## src/rtl/mem_access_ctrl.sv

```systemverilog
// MEM-stage data-memory access controller: alignment check, lane/byte-enable
// generation, single outstanding request with ack wait-timeout, load extension.
module mem_access_ctrl (
    input  logic        clk,
    input  logic        reset,
    input  logic        req_valid,
    input  logic        MemWriteM,
    input  logic        MemReadM,
    input  logic [1:0]  size,
    input  logic        load_unsigned,
    input  logic [31:0] ResM,
    input  logic [31:0] WDMemoryM,
    output logic        dm_req,
    output logic        dm_we,
    output logic [3:0]  dm_be,
    output logic [31:0] dm_addr,
    output logic [31:0] dm_wdata,
    input  logic        dm_ack,
    input  logic [31:0] dm_rdata,
    output logic        stall,
    output logic        done,
    output logic [31:0] rdata_out,
    output logic        addr_err,
    output logic        bus_err
);

    localparam int unsigned CNT_W     = 8;
    localparam int unsigned DATA_W    = 32;
    localparam logic [CNT_W-1:0] CNT_LAST = CNT_W'(254);

    typedef enum logic [1:0] {
        IDLE = 2'd0,
        BUSY = 2'd1,
        DONE = 2'd2
    } state_t;

    state_t              r_state;
    state_t              w_next;
    logic [CNT_W-1:0]    r_cnt;
    logic                r_we;
    logic [3:0]          r_be;
    logic [DATA_W-1:0]   r_addr;
    logic [DATA_W-1:0]   r_wdata;
    logic [1:0]          r_size;
    logic [1:0]          r_lane;
    logic                r_uns;
    logic [DATA_W-1:0]   r_rdata;
    logic                r_addr_err;
    logic                r_bus_err;

    logic                w_req;
    logic                w_misalign;
    logic                w_idle_like;
    logic                w_accept;
    logic                w_timeout;
    logic [3:0]          w_be;
    logic [DATA_W-1:0]   w_wdata;
    logic [7:0]          w_byte;
    logic [15:0]         w_half;
    logic [DATA_W-1:0]   w_load;

    // A request with neither load nor store set carries no memory op.
    assign w_req       = req_valid & (MemWriteM | MemReadM);
    assign w_misalign  = ((size == 2'b01) & ResM[0]) | (size[1] & (|ResM[1:0]));
    assign w_idle_like = (r_state != BUSY);
    assign w_accept    = w_idle_like & w_req & ~w_misalign;

    assign stall     = w_accept | (r_state == BUSY);
    assign dm_req    = (r_state == BUSY);
    assign done      = (r_state == DONE);
    assign dm_we     = r_we;
    assign dm_be     = r_be;
    assign dm_addr   = r_addr;
    assign dm_wdata  = r_wdata;
    assign rdata_out = r_rdata;
    assign addr_err  = r_addr_err;
    assign bus_err   = r_bus_err;

    // Byte enables and replicated store data for the incoming request.
    always_comb begin
        w_be    = 4'b1111;
        w_wdata = WDMemoryM;
        case (size)
            2'b00: begin
                w_be    = 4'b0001 << ResM[1:0];
                w_wdata = {4{WDMemoryM[7:0]}};
            end
            2'b01: begin
                w_be    = ResM[1] ? 4'b1100 : 4'b0011;
                w_wdata = {2{WDMemoryM[15:0]}};
            end
            default: ;
        endcase
    end

    // Lane select and extension of returned load data.
    always_comb begin
        w_byte = dm_rdata[7:0];
        case (r_lane)
            2'd1:    w_byte = dm_rdata[15:8];
            2'd2:    w_byte = dm_rdata[23:16];
            2'd3:    w_byte = dm_rdata[31:24];
            default: ;
        endcase
        w_half = r_lane[1] ? dm_rdata[31:16] : dm_rdata[15:0];
        w_load = dm_rdata;
        case (r_size)
            2'b00:   w_load = r_uns ? {24'd0, w_byte} : {{24{w_byte[7]}}, w_byte};
            2'b01:   w_load = r_uns ? {16'd0, w_half} : {{16{w_half[15]}}, w_half};
            default: ;
        endcase
    end

    always_comb begin
        w_next    = r_state;
        w_timeout = 1'b0;
        case (r_state)
            IDLE, DONE: w_next = w_accept ? BUSY : IDLE;
            BUSY: begin
                if (dm_ack) begin
                    w_next = DONE;
                end else if (r_cnt == CNT_LAST) begin
                    w_next    = DONE;
                    w_timeout = 1'b1;
                end
            end
            default: w_next = IDLE;
        endcase
    end

    always_ff @(posedge clk or negedge reset) begin
        if (!reset) begin
            r_state    <= IDLE;
            r_cnt      <= '0;
            r_we       <= 1'b0;
            r_be       <= '0;
            r_addr     <= '0;
            r_wdata    <= '0;
            r_size     <= '0;
            r_lane     <= '0;
            r_uns      <= 1'b0;
            r_rdata    <= '0;
            r_addr_err <= 1'b0;
            r_bus_err  <= 1'b0;
        end else begin
            r_state    <= w_next;
            r_addr_err <= w_idle_like & w_req & w_misalign;
            r_bus_err  <= w_timeout;
            if (w_accept) begin
                r_cnt   <= '0;
                r_we    <= MemWriteM;
                r_be    <= w_be;
                r_addr  <= {ResM[31:2], 2'b00};
                r_wdata <= w_wdata;
                r_size  <= size;
                r_lane  <= ResM[1:0];
                r_uns   <= load_unsigned;
            end else if ((r_state == BUSY) && !dm_ack) begin
                r_cnt <= r_cnt + CNT_W'(1);
            end
            if ((r_state == BUSY) && dm_ack && !r_we) begin
                r_rdata <= w_load;
            end else if (w_timeout) begin
                r_rdata <= '0;
            end
        end
    end

endmodule

```

## config.mk

```make
export PLATFORM = sky130hd
export DESIGN_NAME = mem_access_ctrl
export DESIGN_NICKNAME = d
export VERILOG_FILES = /design/src/rtl/mem_access_ctrl.sv
export SDC_FILE = /design/constraint.sdc
export NUM_CORES = 1
export LEC_CHECK = 0
export BUFFER_PORTS_ARGS = -buffer_cell sky130_fd_sc_hd__buf_4
export CAP_MARGIN = 20
export CORE_AREA = 2 2 180 111
export CTS_CLUSTER_DIAMETER = 50
export DETAILED_ROUTE_END_ITERATION = 16
export DIE_AREA = 0 0 182 113
export PLACE_DENSITY_LB_ADDON = 0.15
export SLEW_MARGIN = 20
export SYNTH_ARGS = -nofsm -noshare
export SYNTH_HDL_FRONTEND = slang
export SYNTH_SLANG_ARGS = --single-unit
export TNS_END_PERCENT = 1
```

## constraint.sdc

```tcl
create_clock -name clk -period 3.1 [get_ports clk]
set_clock_uncertainty 0.15 [all_clocks]
set_input_delay 0.62 -clock clk [delete_from_list [all_inputs] [get_ports clk]]
set_output_delay 0.62 -clock clk [all_outputs]
set_load 0.05 [all_outputs]
```

# == Word level (Yosys, flattened, before mapping) ==
# Cells that the tools add are included.
# totals
reg_bits,116
input_bits,105
# op_classes
n_addsub,1
eq_ne,10
n_shift,1
n_mux,19
bitwise,10
reduce_logical,12
# ops
operator,count
$mux W32,4
$pmux W32 S2,2
$pmux W8 S3,1
$mux W16,1
$mux W8,2
$add A8 B1 Y8 const B,1
$eq A2 B1 Y1 const B,4
$eq A8 B8 Y1 const B,1
$pmux W4 S2,1
$and A1 B1 Y1,6
$eq A2 B2 Y1 const B,3
$logic_not A2 Y1,3
$mux W1,4
$mux W2,2
$mux W4,1
$pmux W2 S2,1
$reduce_bool A2 Y1,2
$reduce_or A2 Y1,2
$shl A1 B2 Y4 const A,1
$logic_and A1 B1 Y1,3
$ne A3 B1 Y1 const B,1
$or A1 B1 Y1,3
$logic_not A1 Y1,2
$ne A2 B1 Y1 const B,1
$not A1 Y1,1

# == Longest topological paths before layout ==
# logic_depth
depth_word,7
mapped_depth,7
mapped_depth_nobuf,6

# == Worst setup path before layout ==
# Ideal clock, no wire load.
# synth_path
path_type,input -> output
from,in ResM[0]
to,out stall
t_arrival_ns,1.946
required_ns,2.330
setup_slack_ns,0.384
stages,6
n_path_buf,3
cell_sequence,buf_2 -> a21oi_1 -> o211ai_1 -> buf_2 -> buf_1 -> nand2_1
# synth_between
elab_chain_cells,6
word_cells_on_any_way,7
cone_classes,6 x bitwise; 1 x reduce/logical
# synth_lines
item,line_no,source
start: declaration,11,"input logic [31:0] ResM,"
$reduce_or A2 Y1,64,assign w_misalign = ((size == 2'b01) & ResM[0]) | (size[1] & (|ResM[1:0]));
$and A1 B1 Y1,64,
$or A1 B1 Y1 (*),64,
$not A1 Y1 (*),66,assign w_accept = w_idle_like & w_req & ~w_misalign;
$and A1 B1 Y1 (*),66,
$or A1 B1 Y1 (*),68,assign stall = w_accept | (r_state == BUSY);
end: declaration,20,"output logic stall,"
# Mark *: on every way between the ends. The rest lies on a longest branch, timed or not.

# == Worst setup path after layout ==
# layout_path
from,reg r_state[1]
to,out stall
# layout_between
elab_chain_cells,4
word_cells_on_any_way,5
cone_classes,2 x eq/ne; 3 x bitwise
# layout_lines
item,line_no,source
start: declaration,37,state_t r_state;
start signal: assignment,146,r_state <= w_next;
$ne A2 B1 Y1,65,assign w_idle_like = (r_state != BUSY);
$and A1 B1 Y1 (2 in a row),66,
$or A1 B1 Y1 (*),68,
# Marks and branches as above.

==> results.md <==
* DR DRC count at 0
* Internal at 4.59 mW
* Final wirelength at 16,800 um
* P_leak at 3.77 nW
* Antenna violations before repair at 0
* Top-area cell type share of the netlist area at 51.9%
* H-tree Lvls at 4
* Wire per inst at 18.0 um
* Hold Path Class: in -> async
* Global Route Usage Sum at 16.5%
* R2r startpoint: r_lane[0]
* Endpoints failing setup at 0
* Tcrit/Tclk final at 81.8%
* Die Y at 113 um
* Slowest cell on crit path: dfrtp_1
* Die width at 182 um
* Count of cell types in the netlist at 48
* Yosys reg bits at 116
* CTS-repair resized insts at 0
* Post-CTS setup buffers at 0
* Setup TNS at 0 ps
* CTS tree: done
* Final cell count without fillers at 932
* Top cells by area, synth: dfrtp_1, mux2_2, mux2i_1
* CTS Sinks at 116
* Final GP Congestion at 0.799
* Post-route cell area at 8010 sq um
* Initial DRC count at 266
* Critical path cell sequence: nand2b_1, o211ai_1, nand2_1, buf_4
* Skew-Pair Late Insertion Delay at 410 ps
* Yosys warnings at 0
* Final Hold Fails at 0
* Critical path type: reg -> out
* Vias/cell at 4.90
* WP data required at 2330 ps
* CTS Hold Buffers Added at 0
* Hold WS at 76.1 ps
* I/O pin cnt at 211
* Core box area at 18,800 sq um
* Cell taking the most area after synthesis: dfrtp_1
* Synthesized area at 5590 sq um
* Largest net degree at the start of global routing at 75
* Async SR Flop Fraction at 100%
* Cell Area, Placed at 7390 sq um
* Slew headroom at 35.8%
* Via count at 4,565
* NetSw at 3.60 mW
* R2R setup slack at 660 ps
* Critical Path Sink Type: output pin
* Measured slew at the worst slew-check pin at 963 ps
* Cells on worst reg2reg path at 4
* Hpwl dp at 12,300 um
* Max VDD drop at 463 uV
* Inserted Diodes at 0
* Power Dens Cells at 1020 nW/um^2
* Total CTS buffers at 17
* Cell count after synthesis at 470
* Worst endpoint data arrival time at 1770 ps
* Crit path from: r_state[1]
* DR pass1 iterations at 5
* Bufs on Longest Clock Path at 2
* Starting density of the core at 29.7%
* Count leader, synth: dfrtp_1
* Die Footprint at 20,600 sq um
* Switching part of the total at 43.9%
* Post-synth top flop: dfrtp_1
* CP max FO at 8
* RSZ-0062 raised after global routing: false
* Post-route ant nets at 0
* Seq pwr share at 29.1%
* Status: complete, no violations
* Clk root buf: clkbuf_16
* Fillers at 1,809
* Global-route wire length before repair at 26,400 um
* Total Power at 8.20 mW
* Total of max-cap violations at 0
* Port Buffers at 208
* Reg clk slew, reported paths at 60 ps
* Crit path launch type: register
* Dpl cells at 900
* Max Freq at 394 MHz
* EDFF count, synth at 0
* Nets at 780
* Share of cells above drive strength 1 at 46.9%
* Vias in the first global route at 4,730
* Area Overhead vs Synth at 43.3%
* Row count at 39
* Synth cell count leaders: dfrtp_1, mux2_2, o21ai_0
* Clock share of power at 24.9%
* Max Slew Vio Count at 0
* Overflow left after global routing at 0
* Gate power share at 46.0%
* Worst path max stage delay at 370 ps
* Syn_area_per_cell at 11.9 sq um
* Post-synthesis sequential area ratio at 51.9%
* Fin crit period at 2540 ps
## layout by cell type (no fill, tap or decap), drive strengths merged, types with 4 or more instances in the layout
cell type and n:
nand4 5, nor3 9, o21ai 40, o21a 8, dfrtp 116, nor2 23, inv 11, clkinv 6
nand2 31, buf 220, o2bb2ai 14, clkbuf 18, a221o 23, mux2i 24, a21oi 18, o211ai 5
xor2 6, o22ai 7, mux2 54, clkinvlp 4, nand2b 5, mux4 7
## path summary, 6_finish.rpt
| path | end |
|---|---|
| worst min register to register | dm_wdata[9] |
| worst max register to register | rdata_out[27] |
| worst max-delay path | stall |
| max in group asynchronous | rdata_out[12] |
| min in group clk | dm_addr[25] |
| worst min-delay path | dm_wdata[13] |
## cells by family after synthesis
logic type	count (synthesis)	synth area share (%)
AO/OA/AOI/OAI	120	15.5
flip-flops	116	51.9
AND/OR/NAND/NOR	91	8.15
multiplexers	85	18.6
buffers and inverters	47	4.03
XOR/XNOR	8	1.25
adder cells (fa/ha/maj)	2	0.448
other	1	0.0671
## sequential cells by signal (all words and copies together), names as in the netlist, 2 cells and up
signal,count
dm_wdata,32
rdata_out,32
dm_addr,30
r_cnt,8
dm_be,4
r_lane,2
r_size,2
r_state,2
## power groups by stage
stage | logic [mW] | clock network, mW | registers, mW
detailed placement | 3.80 | 0 | 2.41
floorplan | 0.993 | 0 | 3.96
global route | 3.96 | 2.18 | 2.45
global placement | 3.77 | 0 | 2.38
finish | 3.77 | 2.04 | 2.39
CTS | 3.80 | 2.10 | 2.39
## cell type report
class | count | area (sq um) | area share (%)
flip-flops and latches | 116 | 2900 | 36.2
multi-input cells | 308 | 2470 | 30.8
repair buffers | 220 | 1680 | 20.9
clock buffers | 18 | 439 | 5.48
well taps | 246 | 308 | 3.84
clock inverters | 14 | 178 | 2.22
inverters | 10 | 37.5 | 0.469
## routing by layer
layer | wire length (um) | GRT usage (%) | up-vias
met3 | 1590 | 7.05 | 11
met4 | 110 | 3.92 | 0
met2 | 7060 | 23.6 | 171
met1 | 8020 | 23.1 | 2234
li1 | - | - | 2149
met5 | 0 | 0 | -
## through the flow
stage               setup slack [ps]  utilization [%]
CTS                              489             42.5
global placement                 571             39.2
floorplan                        384                -
finish                           564             42.5
global route                     465             42.5
detailed placement               499             39.2
## critical path, delay by kind of cell (launching register included)
family                 cells  cell delay, ps
and+or+nand+nor            2             490
buffers and inverters      1             210
AOI/OAI and AO/OA          1             280
DFF                        1             370
Power figures use the tool's default switching activity.
